--- config.mk ---
export PLATFORM = sky130hd
export DESIGN_NAME = uart_receiver_flat
export DESIGN_NICKNAME = d
export VERILOG_FILES = /design/src/rtl/uart_pkg.sv /design/src/rtl/uart_receiver_if.sv /design/src/rtl/uart_receiver_sync_2ff.sv /design/src/rtl/uart_receiver.sv /design/src/flat_wrapper.sv
export SDC_FILE = /design/constraint.sdc
export NUM_CORES = 1
export LEC_CHECK = 0
export CAP_MARGIN = 25
export CORE_ASPECT_RATIO = 1.4
export CORE_MARGIN = 3
export CORE_UTILIZATION = 50
export CTS_CLUSTER_DIAMETER = 80
export DETAILED_ROUTE_END_ITERATION = 7
export GPL_TIMING_DRIVEN = 0
export PLACE_DENSITY = 0.76
export SLEW_MARGIN = 5
export SYNTH_ARGS = -nofsm -noshare
export SYNTH_HDL_FRONTEND = slang
export SYNTH_SLANG_ARGS = --single-unit
--- constraint.sdc ---
create_clock -name clk -period 1.9 [get_ports clk]
set_clock_uncertainty 0.2 [all_clocks]
set_input_delay 0.57 -clock clk [delete_from_list [all_inputs] [get_ports clk]]
set_output_delay 0.57 -clock clk [all_outputs]
set_load 0.01 [all_outputs]
--- src/rtl/uart_pkg.sv ---
// uart_pkg: shared UART constants and receiver state encoding
package uart_pkg;
    localparam int DEFAULT_CLKS_PER_BIT = 10416;
    localparam int DATA_BITS = 8;
    typedef enum logic [2:0] {
        IDLE  = 3'd0,
        START = 3'd1,
        DATA  = 3'd2,
        STOP  = 3'd3,
        BREAK = 3'd4
    } rx_state_t;
endpackage

--- src/rtl/uart_receiver_if.sv ---
// uart_receiver_if: serial line in, received byte and status strobes out
interface uart_receiver_if;
    import uart_pkg::*;
    logic                 RxD;
    logic [DATA_BITS-1:0] rx_data;
    logic                 rx_valid;
    logic                 frame_error;
    logic                 busy;
    modport master (output RxD, input rx_data, rx_valid, frame_error, busy);
    modport slave  (input RxD, output rx_data, rx_valid, frame_error, busy);
endinterface

--- src/rtl/uart_receiver_sync_2ff.sv ---
// sync_2ff: two-flop synchroniser for an asynchronous single-bit input
module sync_2ff #(
    parameter logic RST_VAL = 1'b1
) (
    input  logic clk,
    input  logic reset,
    input  logic i_d,
    output logic o_q
);
    logic [1:0] r_sync;
    // shift the async input through two flops; reset to the line's idle level
    always_ff @(posedge clk)
        r_sync <= reset ? {2{RST_VAL}} : {r_sync[0], i_d};
    assign o_q = r_sync[1];
endmodule

--- src/rtl/uart_receiver.sv ---
// uart_receiver: 8N1 serial receiver with mid-bit sampling, stop-bit check and break hold-off
module uart_receiver
    import uart_pkg::*;
#(
    parameter int CLKS_PER_BIT = DEFAULT_CLKS_PER_BIT
) (
    input logic           clk,
    input logic           reset,
    uart_receiver_if.slave rx
);
    localparam int HALF_BIT = CLKS_PER_BIT / 2;
    localparam int CW = $clog2(CLKS_PER_BIT);
    localparam int BW = $clog2(DATA_BITS);
    localparam logic [CW-1:0] HALF_M1 = CW'(HALF_BIT - 1);
    localparam logic [CW-1:0] FULL_M1 = CW'(CLKS_PER_BIT - 1);
    localparam logic [BW-1:0] LAST_BIT = BW'(DATA_BITS - 1);

    logic                 w_rx_s;
    rx_state_t            r_state, w_state_nxt;
    logic [CW-1:0]        r_ctr, w_ctr_nxt;
    logic [BW-1:0]        r_bitidx, w_bitidx_nxt;
    logic [DATA_BITS-1:0] r_shreg, w_shreg_nxt;
    logic [DATA_BITS-1:0] r_data, w_data_nxt;
    logic                 r_valid, w_valid_nxt;
    logic                 r_ferr, w_ferr_nxt;

    sync_2ff #(.RST_VAL(1'b1)) u_sync (
        .clk   (clk),
        .reset (reset),
        .i_d   (rx.RxD),
        .o_q   (w_rx_s)
    );

    // state, counters, shift register and registered strobes
    always_ff @(posedge clk) begin
        if (reset) begin
            r_state  <= IDLE;
            r_ctr    <= '0;
            r_bitidx <= '0;
            r_shreg  <= '0;
            r_data   <= '0;
            r_valid  <= 1'b0;
            r_ferr   <= 1'b0;
        end else begin
            r_state  <= w_state_nxt;
            r_ctr    <= w_ctr_nxt;
            r_bitidx <= w_bitidx_nxt;
            r_shreg  <= w_shreg_nxt;
            r_data   <= w_data_nxt;
            r_valid  <= w_valid_nxt;
            r_ferr   <= w_ferr_nxt;
        end
    end

    // next-state logic: counter clears on every state change and on every data sample
    always_comb begin
        w_state_nxt  = r_state;
        w_ctr_nxt    = r_ctr + 1'b1;
        w_bitidx_nxt = r_bitidx;
        w_shreg_nxt  = r_shreg;
        w_data_nxt   = r_data;
        w_valid_nxt  = 1'b0;
        w_ferr_nxt   = 1'b0;
        case (r_state)
            IDLE: begin
                w_ctr_nxt = '0;
                if (!w_rx_s) w_state_nxt = START;
            end
            START: begin
                if (r_ctr == HALF_M1) begin
                    w_ctr_nxt    = '0;
                    w_bitidx_nxt = '0;
                    w_state_nxt  = w_rx_s ? IDLE : DATA;
                end
            end
            DATA: begin
                if (r_ctr == FULL_M1) begin
                    w_ctr_nxt    = '0;
                    w_shreg_nxt  = {w_rx_s, r_shreg[DATA_BITS-1:1]};
                    w_bitidx_nxt = r_bitidx + 1'b1;
                    if (r_bitidx == LAST_BIT) w_state_nxt = STOP;
                end
            end
            STOP: begin
                if (r_ctr == FULL_M1) begin
                    w_ctr_nxt   = '0;
                    w_data_nxt  = w_rx_s ? r_shreg : r_data;
                    w_valid_nxt = w_rx_s;
                    w_ferr_nxt  = !w_rx_s;
                    w_state_nxt = w_rx_s ? IDLE : BREAK;
                end
            end
            BREAK: begin
                w_ctr_nxt = '0;
                if (w_rx_s) w_state_nxt = IDLE;
            end
            default: w_state_nxt = IDLE;
        endcase
    end

    assign rx.rx_data     = r_data;
    assign rx.rx_valid    = r_valid;
    assign rx.frame_error = r_ferr;
    assign rx.busy        = (r_state != IDLE);
endmodule

--- src/flat_wrapper.sv ---
// flat-port wrapper written by rule: the top's interface ports become plain ports
module uart_receiver_flat import uart_pkg::*;
#(
    parameter int CLKS_PER_BIT = DEFAULT_CLKS_PER_BIT
)
  (clk, reset, rx_RxD, rx_rx_data, rx_rx_valid, rx_frame_error, rx_busy);
  uart_receiver_if rx_i ();
  input logic clk;
  input logic reset;
  input wire logic [$bits(rx_i.RxD)-1:0] rx_RxD;
  output wire logic [$bits(rx_i.rx_data)-1:0] rx_rx_data;
  output wire logic [$bits(rx_i.rx_valid)-1:0] rx_rx_valid;
  output wire logic [$bits(rx_i.frame_error)-1:0] rx_frame_error;
  output wire logic [$bits(rx_i.busy)-1:0] rx_busy;
  assign rx_i.RxD = rx_RxD;
  assign rx_rx_data = rx_i.rx_data;
  assign rx_rx_valid = rx_i.rx_valid;
  assign rx_frame_error = rx_i.frame_error;
  assign rx_busy = rx_i.busy;
  uart_receiver #(.CLKS_PER_BIT(CLKS_PER_BIT)) u_core (.clk(clk), .reset(reset), .rx(rx_i));
endmodule
# Word-level counts from Yosys, hierarchy flattened
# Cells that the tools add are included.
classes:
  n_eq_ne: 13
  add_sub_neg: 2
  n_reduce_logical: 11
  n_mux: 15
  bitwise_logic: 2
ops:
  columns: ["op", "n"]
  rows:
  - ["14-bit case mux with 3 select lines", 1]
  - ["14-bit two-way mux", 2]
  - ["3-bit two-way mux", 9]
  - ["3-bit case mux with 5 select lines", 1]
  - ["14-bit by 1-bit adder with 14-bit output, second input constant", 1]
  - ["14-bit by 13-bit == test with 1-bit output, second input constant", 1]
  - ["14-bit == test, second input constant", 1]
  - ["2-bit by 1-bit != test with 1-bit output, second input constant", 4]
  - ["3-bit by 2-bit == test with 1-bit output, second input constant", 2]
  - ["3-bit == test, second input constant", 2]
  - ["3-bit case mux with 2 select lines", 1]
  - ["3-bit AND reduction", 2]
  - ["6-bit AND reduction", 1]
  - ["2-bit != test, second input constant", 2]
  - ["2-bit OR reduction", 2]
  - ["3-bit by 1-bit adder with 3-bit output, second input constant", 1]
  - ["3-bit by 1-bit == test with 1-bit output, second input constant", 1]
  - ["3-bit logical NOT", 1]
  - ["3-bit nonzero test", 1]
  - ["3-bit OR reduction", 1]
  - ["2-bit two-way mux", 1]
  - ["1-bit inverter", 2]
  - ["2-bit AND reduction", 1]
  - ["2-bit nonzero test", 1]
  - ["1-bit logical NOT", 1]
word_totals:
  wordCells: 51
  regBits: 40
  input_bits: 3
  out_inout_bits: 11

# Longest topological paths before layout
# Gate-level depths: netlist of run 1.
logic_depth:
  word_depth: 4
  depth_mapped: 8
  mapped_depth_nobuf: 7

# By module
# From an unflattened synthesis of run 1, not the netlist that was laid out.
hier_totals:
  hier_cells: 187
  area_unflattened_um2: 1701.6
modules_own_cells:
  columns: ["mod", "cells_per_inst", "area_each_um2", "n_inst", "seq_area_each_um2"]
  rows:
  - ["uart_receiver", 183, 1649.1, 1, 760.7]
  - ["sync_2ff", 4, 52.6, 1, 40.0]

# Worst setup path before layout of run 1
# OpenSTA, ideal clock, no wires.
synth_path:
  path_type: "register to register"
  from: "register u_core.r_ctr[0]"
  to: "register u_core.r_ctr[10]"
  setup_time_ns: 0.064
  arrival_ns: 1.764
  setup_slack_ns: -0.127
  path_stages_with_launch: 9
  path_cell_list: "dfxtp_1 > ha_1 > and4_2 > nand4_2 > nor2_1 > or4_1 > buf_2 > buf_6 > nor2_1"
synth_via:
  elab_chain_len: 3
  word_cells_on_any_way: 6
  cone_classes: "1 x add/sub; 2 x eq/ne; 3 x mux"
synth_lines:
  columns: ["item", "line", "rtl"]
  rows:
  - ["from (decl)", "uart_receiver.sv:20", "logic [CW-1:0] r_ctr, w_ctr_nxt;"]
  - ["from (signal assigned)", "uart_receiver.sv:46", "r_ctr <= w_ctr_nxt;"]
  - ["14-bit by 1-bit adder with 14-bit output, or another cell as far along", "uart_receiver.sv:58", "w_ctr_nxt = r_ctr + 1'b1;"]
  - ["14-bit two-way mux (on tied branches)", "uart_receiver.sv:77, uart_receiver.sv:85, uart_receiver.sv:70", null]
  - ["14-bit case mux with 3 select lines (*)", "uart_receiver.sv:64", "case (r_state)"]
# Mark *: on every way between the ends. The rest lies on a longest branch, timed or not.
# A chain may end at the register's enable or synchronous reset.

# Worst setup path after layout of run 1
layout_path:
  from: "register u_core.r_state[2]"
  to: "output port rx_busy"
layout_via:
  elab_chain_len: 1
layout_lines:
  columns: ["item", "line", "rtl"]
  rows:
  - ["from (decl)", "uart_receiver.sv:19", "rx_state_t r_state, w_state_nxt;"]
  - ["from (signal assigned)", "uart_receiver.sv:45", "r_state <= w_state_nxt;"]
  - ["3-bit nonzero test", "uart_receiver.sv:104", "assign rx.busy = (r_state != IDLE);"]
  - ["to (decl)", "flat_wrapper.sv:14", "output wire logic [$bits(rx_i.busy)-1:0] rx_busy;"]
# Every way passes these cells.

==> qor.txt, run 1 <==
Outcome: complete, but fails checks
Failing checks: setup timing
Gr busiest metal: met2
Final Instance Area: 2320 um2
Area grow syn2layout: 36.4%
CTS tree: yes
R2R cell count: 6
Peak supply drop: 0.000524 V
Routed vias/inst: 5.57
Final worst slack: -0.0570 ns
Worst-Skew Late Latency: 0.29 ns
Core ar.: 3180 um2
Cell Area, Placed: 1890 um2
Worst path buffer plus inverter count: 1
Max-slew violations: 0
Critical path data required time: 1.13 ns
Met1 Use GR: 17.8%
Critical path depth: 2
Max_cap viols: 0
CP Cell Sequence: or3_1 > buf_2
# setup viols final: 16
Top-Level Pins: 14
Drt wl/cell: 15.0 um
Vias in the first global route: 1400
Slowest-stage cell, CP: or3_1
Nets: 225
Count of cell types in the netlist: 39
Num CTS Buffers: 5
Fin. Hold Viols: 0
Post-Syn Nets: 196
Yosys Warn Count: 0
Commonest non-fill, non-tap cells in the layout: dfxtp_1 (31), nand2_1 (20), nor2_1 (16)
Grt met2 use: 36.4%
First-pass GRT wire length: 6060 um
Clock buffer depth: 2
Port Buffer Count: 12
# H-tree levels: 2
CP arrival: 1.19 ns
Die H: 75.1 um
Crit. End Element: primary output
Post-Syn Instances: 190
Initial drt markers: 30
Worst hold-check path type: flop to flop
Type of origin of the critical path: flop
Antenna Cells: 0
Commonest non-fill, non-tap cell in the layout: dfxtp_1
Initial DRT Pass Iterations: 4
Cells after DPL: 241
Crit path time final: 1.96 ns
Sequential share of power: 56.6%
Sw Ratio: 21.9%
Final Non-Filler Cells: 259
Fmax: 511 MHz
Hold depth: 1
Post-Route WL: 3880 um
Die ar.: 4150 um2
Layout cells sized above 1: 35.0%
Flops & latches, synth: 40
Met3 usage: 6.00%
Detailed placement HPWL: 2300 um
Crit-path max cell delay: 0.38 ns
Final GP Congestion: 0.886
Worst-margin pin slew: 0.552 ns
Pin count of the biggest net entering global routing: 13
Switch Pwr: 0.327 mW
Fin crit share: 103%
Vias: 1442
Die W: 55.3 um
CTS Sinks: 40
Starting Density: 53.5%
Routed Antenna Nets: 0
CTS Root Buffer Type: clkbuf_8
Rows: 24
Max-slew headroom: 63.2%
Crit path max fanout: 8
CP top delay family: simple AND/OR/NAND/NOR gates
Drc violations: 0
Cell area after synthesis: 1700 um2
Setup TNS: -0.513 ns
GRT Overall Usage: 18.8%
Critical path class: flop to primary output
RSZ-0062 raised after global routing: yes
Gate power share: 5.6%
Initial antenna violation count: 0
Post-synthesis sequential area ratio: 47.0%
Fill cells: 234
Clock share of power: 37.8%
Leakage: 0.923 nW
Worst-path clk slew: 0.07 ns
Layout Utilization: 73.0%
Int Pwr: 1.16 mW
Mean post-synth cell area: 8.96 um2
Pwr/cell area: 642 nW/um2
Grt total ovfl: 0
## synthesized netlist by cell type (all sizes together)
library cell / count / area share, %
inv: 2 / 0.44
and3: 2 / 0.81
nand2: 25 / 5.5
nand3: 9 / 2.6
mux2i: 9 / 5.3
ha: 3 / 2.2
o22ai: 2 / 0.73
nand2b: 2 / 0.73
o2111ai: 2 / 1.0
and3b: 2 / 1.0
or3: 2 / 0.81
or2b: 1 / 0.44
nand4: 4 / 2.2
xnor2: 3 / 1.5
buf: 6 / 2.2
and4: 5 / 2.8
dfxtp: 40 / 47
nor3: 4 / 1.2
a21oi: 12 / 3.5
o41ai: 1 / 0.51
nor3b: 1 / 0.44
clkbuf: 4 / 0.88
and2: 3 / 1.2
nor4b: 3 / 1.9
o21ai: 1 / 0.29
or4: 1 / 0.44
xor2: 9 / 4.6
a211oi: 1 / 0.44
or2: 2 / 0.73
nor2: 29 / 6.4
## power groups by stage
stage / registers [mW] / logic (mW) / clock network (mW)
floorplan: 0.865 / 0.0348 / 0
global placement: 0.866 / 0.0470 / 0
detailed placement: 0.867 / 0.0490 / 0
CTS: 0.848 / 0.0739 / 0.579
global route: 0.845 / 0.0882 / 0.619
finish: 0.844 / 0.0830 / 0.565
## cell type report
type,count,area (um2),share of cell area (%)
Buffer,7,60.1,2.58
Clock buffer,6,82.6,3.55
Clock inverter,2,10.0,0.431
Inverter,2,7.51,0.323
Multi-Input combinational cell,138,1050,45.0
Sequential cell,40,820,35.3
Tap cell,39,48.8,2.10
Timing Repair Buffer,25,249,10.7
## worst register-to-register path: cells and delay by family, from the launching register on
family | cells | cell delay (ns)
flops | 1 | 0.37
buf+inv | 1 | 0.18
compound gates | 1 | 0.04
simple gates | 4 | 1.04
## registers in the layout, summed over array words and instances, names as in the netlist
| register | count |
|---|---|
| u_core.r_bitidx | 3 |
| u_core.r_ctr | 14 |
| u_core.r_shreg | 8 |
| u_core.r_state | 3 |
| u_core.rx.frame_error | 1 |
| u_core.rx.rx_data | 8 |
| u_core.rx.rx_valid | 1 |
| u_core.u_sync.r_sync | 2 |
## routing by layer
layer	wire length, um	vias to the layer above
met5	0	-
met2	2250	33
li1	-	709
met4	89	0
met1	1400	690
met3	136	10
## path summary, 6_finish.rpt
check | from | to | slack [ns]
max | u_core.r_state[2] | rx_busy | -0.06
min | u_core.u_sync.r_sync[0] | u_core.u_sync.r_sync[1] | 0.21
max reg2reg | u_core.r_ctr[4] | u_core.r_shreg[3] | -0.05
min reg2reg | u_core.u_sync.r_sync[0] | u_core.u_sync.r_sync[1] | 0.21
## stage by stage
stage / hold WS [ns] / setup WS, ns / total power [mW]
2_1_floorplan: 0.189 / 0.0167 / 0.900
3_3_place_gp: 0.194 / -0.252 / 0.913
3_5_place_dp: 0.202 / -0.259 / 0.916
4_1_cts: 0.219 / -0.0570 / 1.50
5_1_grt: 0.248 / -0.132 / 1.55
6_report: 0.213 / -0.0570 / 1.49
## cell families after synthesis
kind of cell | Yosys count | share of synthesized area, %
AOI/OAI and AO/OA | 19 | 6.54
xor gates and xnor gates | 12 | 6.17
adders and majority gates | 3 | 2.20
buffers and inverters | 12 | 3.53
DFF | 40 | 47.0
muxes | 9 | 5.29
and+or+nand+nor | 95 | 29.2
## repair_timing
| item | 4_1_cts | 5_1_grt |
|---|---|---|
| setup endpoints to repair | 39 | 35 |
| gates resized for setup | 43 | 43 |
| setup buffers | 7 | 4 |
| hold buffers | 0 | 0 |
| cloned | 1 | 1 |
| pin swaps | 17 | 13 |
Power figures use the tool's default switching activity.
==> run 2, diff against run 1 <==
--- a/config.mk
+++ b/config.mk
@@ -10,9 +10,10 @@
 export CORE_MARGIN = 3
 export CORE_UTILIZATION = 50
 export CTS_CLUSTER_DIAMETER = 80
+export CTS_CLUSTER_SIZE = 40
 export DETAILED_ROUTE_END_ITERATION = 7
 export GPL_TIMING_DRIVEN = 0
-export PLACE_DENSITY = 0.76
+export PLACE_DENSITY = 0.73
 export SLEW_MARGIN = 5
 export SYNTH_ARGS = -nofsm -noshare
 export SYNTH_HDL_FRONTEND = slang
==> constraint.sdc (replaced) <==
create_clock -name clk -period 2.3 [get_ports clk]
set_clock_uncertainty 0.2 [all_clocks]
set_input_delay 0.69 -clock clk [delete_from_list [all_inputs] [get_ports clk]]
set_output_delay 0.69 -clock clk [all_outputs]
set_load 0.01 [all_outputs]
==> run 2 against run 1 <==
Against the previous run: the flow now finishes without violations; worst hold slack worse by 0.0038 ns; global-route usage shrank 1.6 points; clock power down 25%; first-iteration DRC count is 30% higher.
==> qor.txt, run 2 (synthesis gave the netlist of run 1 again) <==
Outcome: complete, no violations (was complete, but fails checks)
# H-tree levels: 2 (unchanged)
CTS Hold Bufs: 0 (unchanged)
Detailed placement HPWL: 2320 um (was 2300 um)
CTS Sinks: 40 (unchanged)
Post-Route WL: 3090 um (was 3880 um)
Final GP Congestion: 0.836 (was 0.886)
First-pass GRT wire length: 5540 um (was 6060 um)
Cells after DPL: 241 (unchanged)
Die H: 75.1 um (unchanged)
CP Cell Sequence: buf_2 > or3_1 > clkbuf_2 (was or3_1 > buf_2)
Gate power share: 3.0% (was 5.6%)
# setup viols final: 0 (was 16)
Top-Level Pins: 14 (unchanged)
Worst-path clk slew: 0.07 ns (about the same)
Final Instance Area: 1940 um2 (was 2320 um2)
Type of origin of the critical path: flop (unchanged)
Routed vias/inst: 5.53 (was 5.57)
Port Buffer Count: 12 (unchanged)
Fin crit share: 93.5%
Num CTS Buffers: 5 (unchanged)
Worst path buffer plus inverter count: 2 (was 1)
FF-to-FF Start: u_core.r_ctr[0] (was u_core.r_ctr[4])
Core ar.: 3180 um2 (unchanged)
Critical path class: flop to primary output (unchanged)
Sw Ratio: 21.2% (was 21.9%)
Final worst slack: 0.148 ns (was -0.0570 ns)
Worst-Skew Late Latency: 0.29 ns (about the same)
Initial drt markers: 39 (was 30)
Switch Pwr: 0.246 mW (was 0.327 mW)
Drc violations: 0 (unchanged)
Max-slew headroom: 69.6% (was 63.2%)
Slowest-stage cell, CP: or3_1 (unchanged)
Hold_sp: u_core.u_sync.r_sync[0] (unchanged)
Peak supply drop: 0.000410 V (was 0.000524 V)
Rows: 24 (unchanged)
Commonest non-fill, non-tap cells in the layout: dfxtp_1 (40), nor2_1 (29), nand2_1 (25) (was dfxtp_1 (31), nand2_1 (20), nor2_1 (16))
CTS tree: yes (unchanged)
Antenna Cells: 0 (unchanged)
Total power: 1.16 mW (was 1.49 mW)
Clock share of power: 36.5% (was 37.8%)
Vias: 1361 (was 1442)
Sequential share of power: 60.5% (was 56.6%)
Pwr/cell area: 599 nW/um2 (was 642 nW/um2)
Vias in the first global route: 1318 (was 1400)
Crit. End Element: primary output (unchanged)
CTS Root Buffer Type: clkbuf_8 (unchanged)
Critical path data required time: 1.41 ns (was 1.13 ns)
CP arrival: 1.26 ns (was 1.19 ns)
Area grow syn2layout: 13.9% (was 36.4%)
CP startpoint: u_core.r_state[2] (unchanged)
Starting Density: 53.5% (unchanged)
RSZ-0062 raised after global routing: no (was yes)
Crit path time final: 2.15 ns
Cell Area, Placed: 1870 um2 (was 1890 um2)
Commonest non-fill, non-tap cell in the layout: dfxtp_1 (unchanged)
Pin count of the biggest net entering global routing: 14 (was 13)
Crit path max fanout: 10 (was 8)
Largest register by flop count: u_core.r_ctr (unchanged)
Post-Place Setup Slack: 0.00433 ns (was -0.259 ns)
Initial DRT Pass Iterations: 4 (unchanged)
Int Pwr: 0.916 mW (was 1.16 mW)
Fin. Hold Viols: 0 (unchanged)
GRT Overall Usage: 17.2% (was 18.8%)
Die ar.: 4150 um2 (unchanged)
Routed Antenna Nets: 0 (unchanged)
Drt wl/cell: 12.6 um (was 15.0 um)
Leakage: 0.771 nW (was 0.923 nW)
Grt total ovfl: 0 (unchanged)
Layout Utilization: 60.9% (was 73.0%)
Max reg flops: 14 (unchanged)
Nets: 213 (was 225)
Die W: 55.3 um (unchanged)
Max-slew violations: 0 (unchanged)
Final Non-Filler Cells: 246 (was 259)
Max_cap viols: 0 (unchanged)
Worst-margin pin slew: 0.455 ns (was 0.552 ns)
Worst hold-check path type: flop to flop (unchanged)
Clock buffer depth: 2 (unchanged)
Layout cells sized above 1: 11.6% (was 35.0%)
Setup TNS: 0 ns (was -0.513 ns)
CP top delay family: simple AND/OR/NAND/NOR gates (unchanged)
Crit-path max cell delay: 0.38 ns (about the same)
Initial antenna violation count: 0 (unchanged)
Hold slack: 0.210 ns (was 0.213 ns)
Fmax: 465 MHz
[run 2: changes by cell type in the layout (fill, tap and decap cells not counted), sizes merged]
cell           before  now
dlymetal6s2s        1    0
dlygate4sd2         9    0
clkinv              2    1
buf                17    5
clkdlybuf4s50       1   11
[run 2: cell type report]
type | instances | area, um2
plain buffers | 8 | 45.0
clock buffers | 6 | 72.6
clock inverters | 1 | 5.00
fillers | 293 | 1240
inverters | 2 | 7.51
multi-input cells | 138 | 845
flip-flops and latches | 40 | 801
well taps | 39 | 48.8
repair buffers | 12 | 115
[run 2: per-layer routing]
layer  wire length (um)  vias to the layer above  GRT usage [%]
met5                  0                        -              0
met4                 71                        0           10.5
met3                111                       10           4.97
met2               1640                       34           31.8
met1               1270                      633           17.0
li1                   -                      684              -
[run 2: timing repair]
item                                   CTS  global route
endpoints found under the hold margin    0             0
cloned                                   0             0
setup endpoints to repair                1             6
buffers inserted                         0             0
resized for setup                        2             2
[run 2: final timing paths]
kind                             end  slack, ns  cells past startpoint
max reg2reg          u_core.r_ctr[8]       0.16                      8
max                          rx_busy       0.15                      3
min reg2reg  u_core.u_sync.r_sync[1]       0.21                      1
min          u_core.u_sync.r_sync[1]       0.21                      1
[run 2: power by group through the flow]
stage / registers (mW) / clock network (mW) / logic, mW
floorplan: 0.715 / 0 / 0.0287
detailed placement: 0.716 / 0 / 0.0407
global route: 0.704 / 0.467 / 0.0395
global placement: 0.716 / 0 / 0.0392
CTS: 0.703 / 0.444 / 0.0357
finish: 0.704 / 0.424 / 0.0350
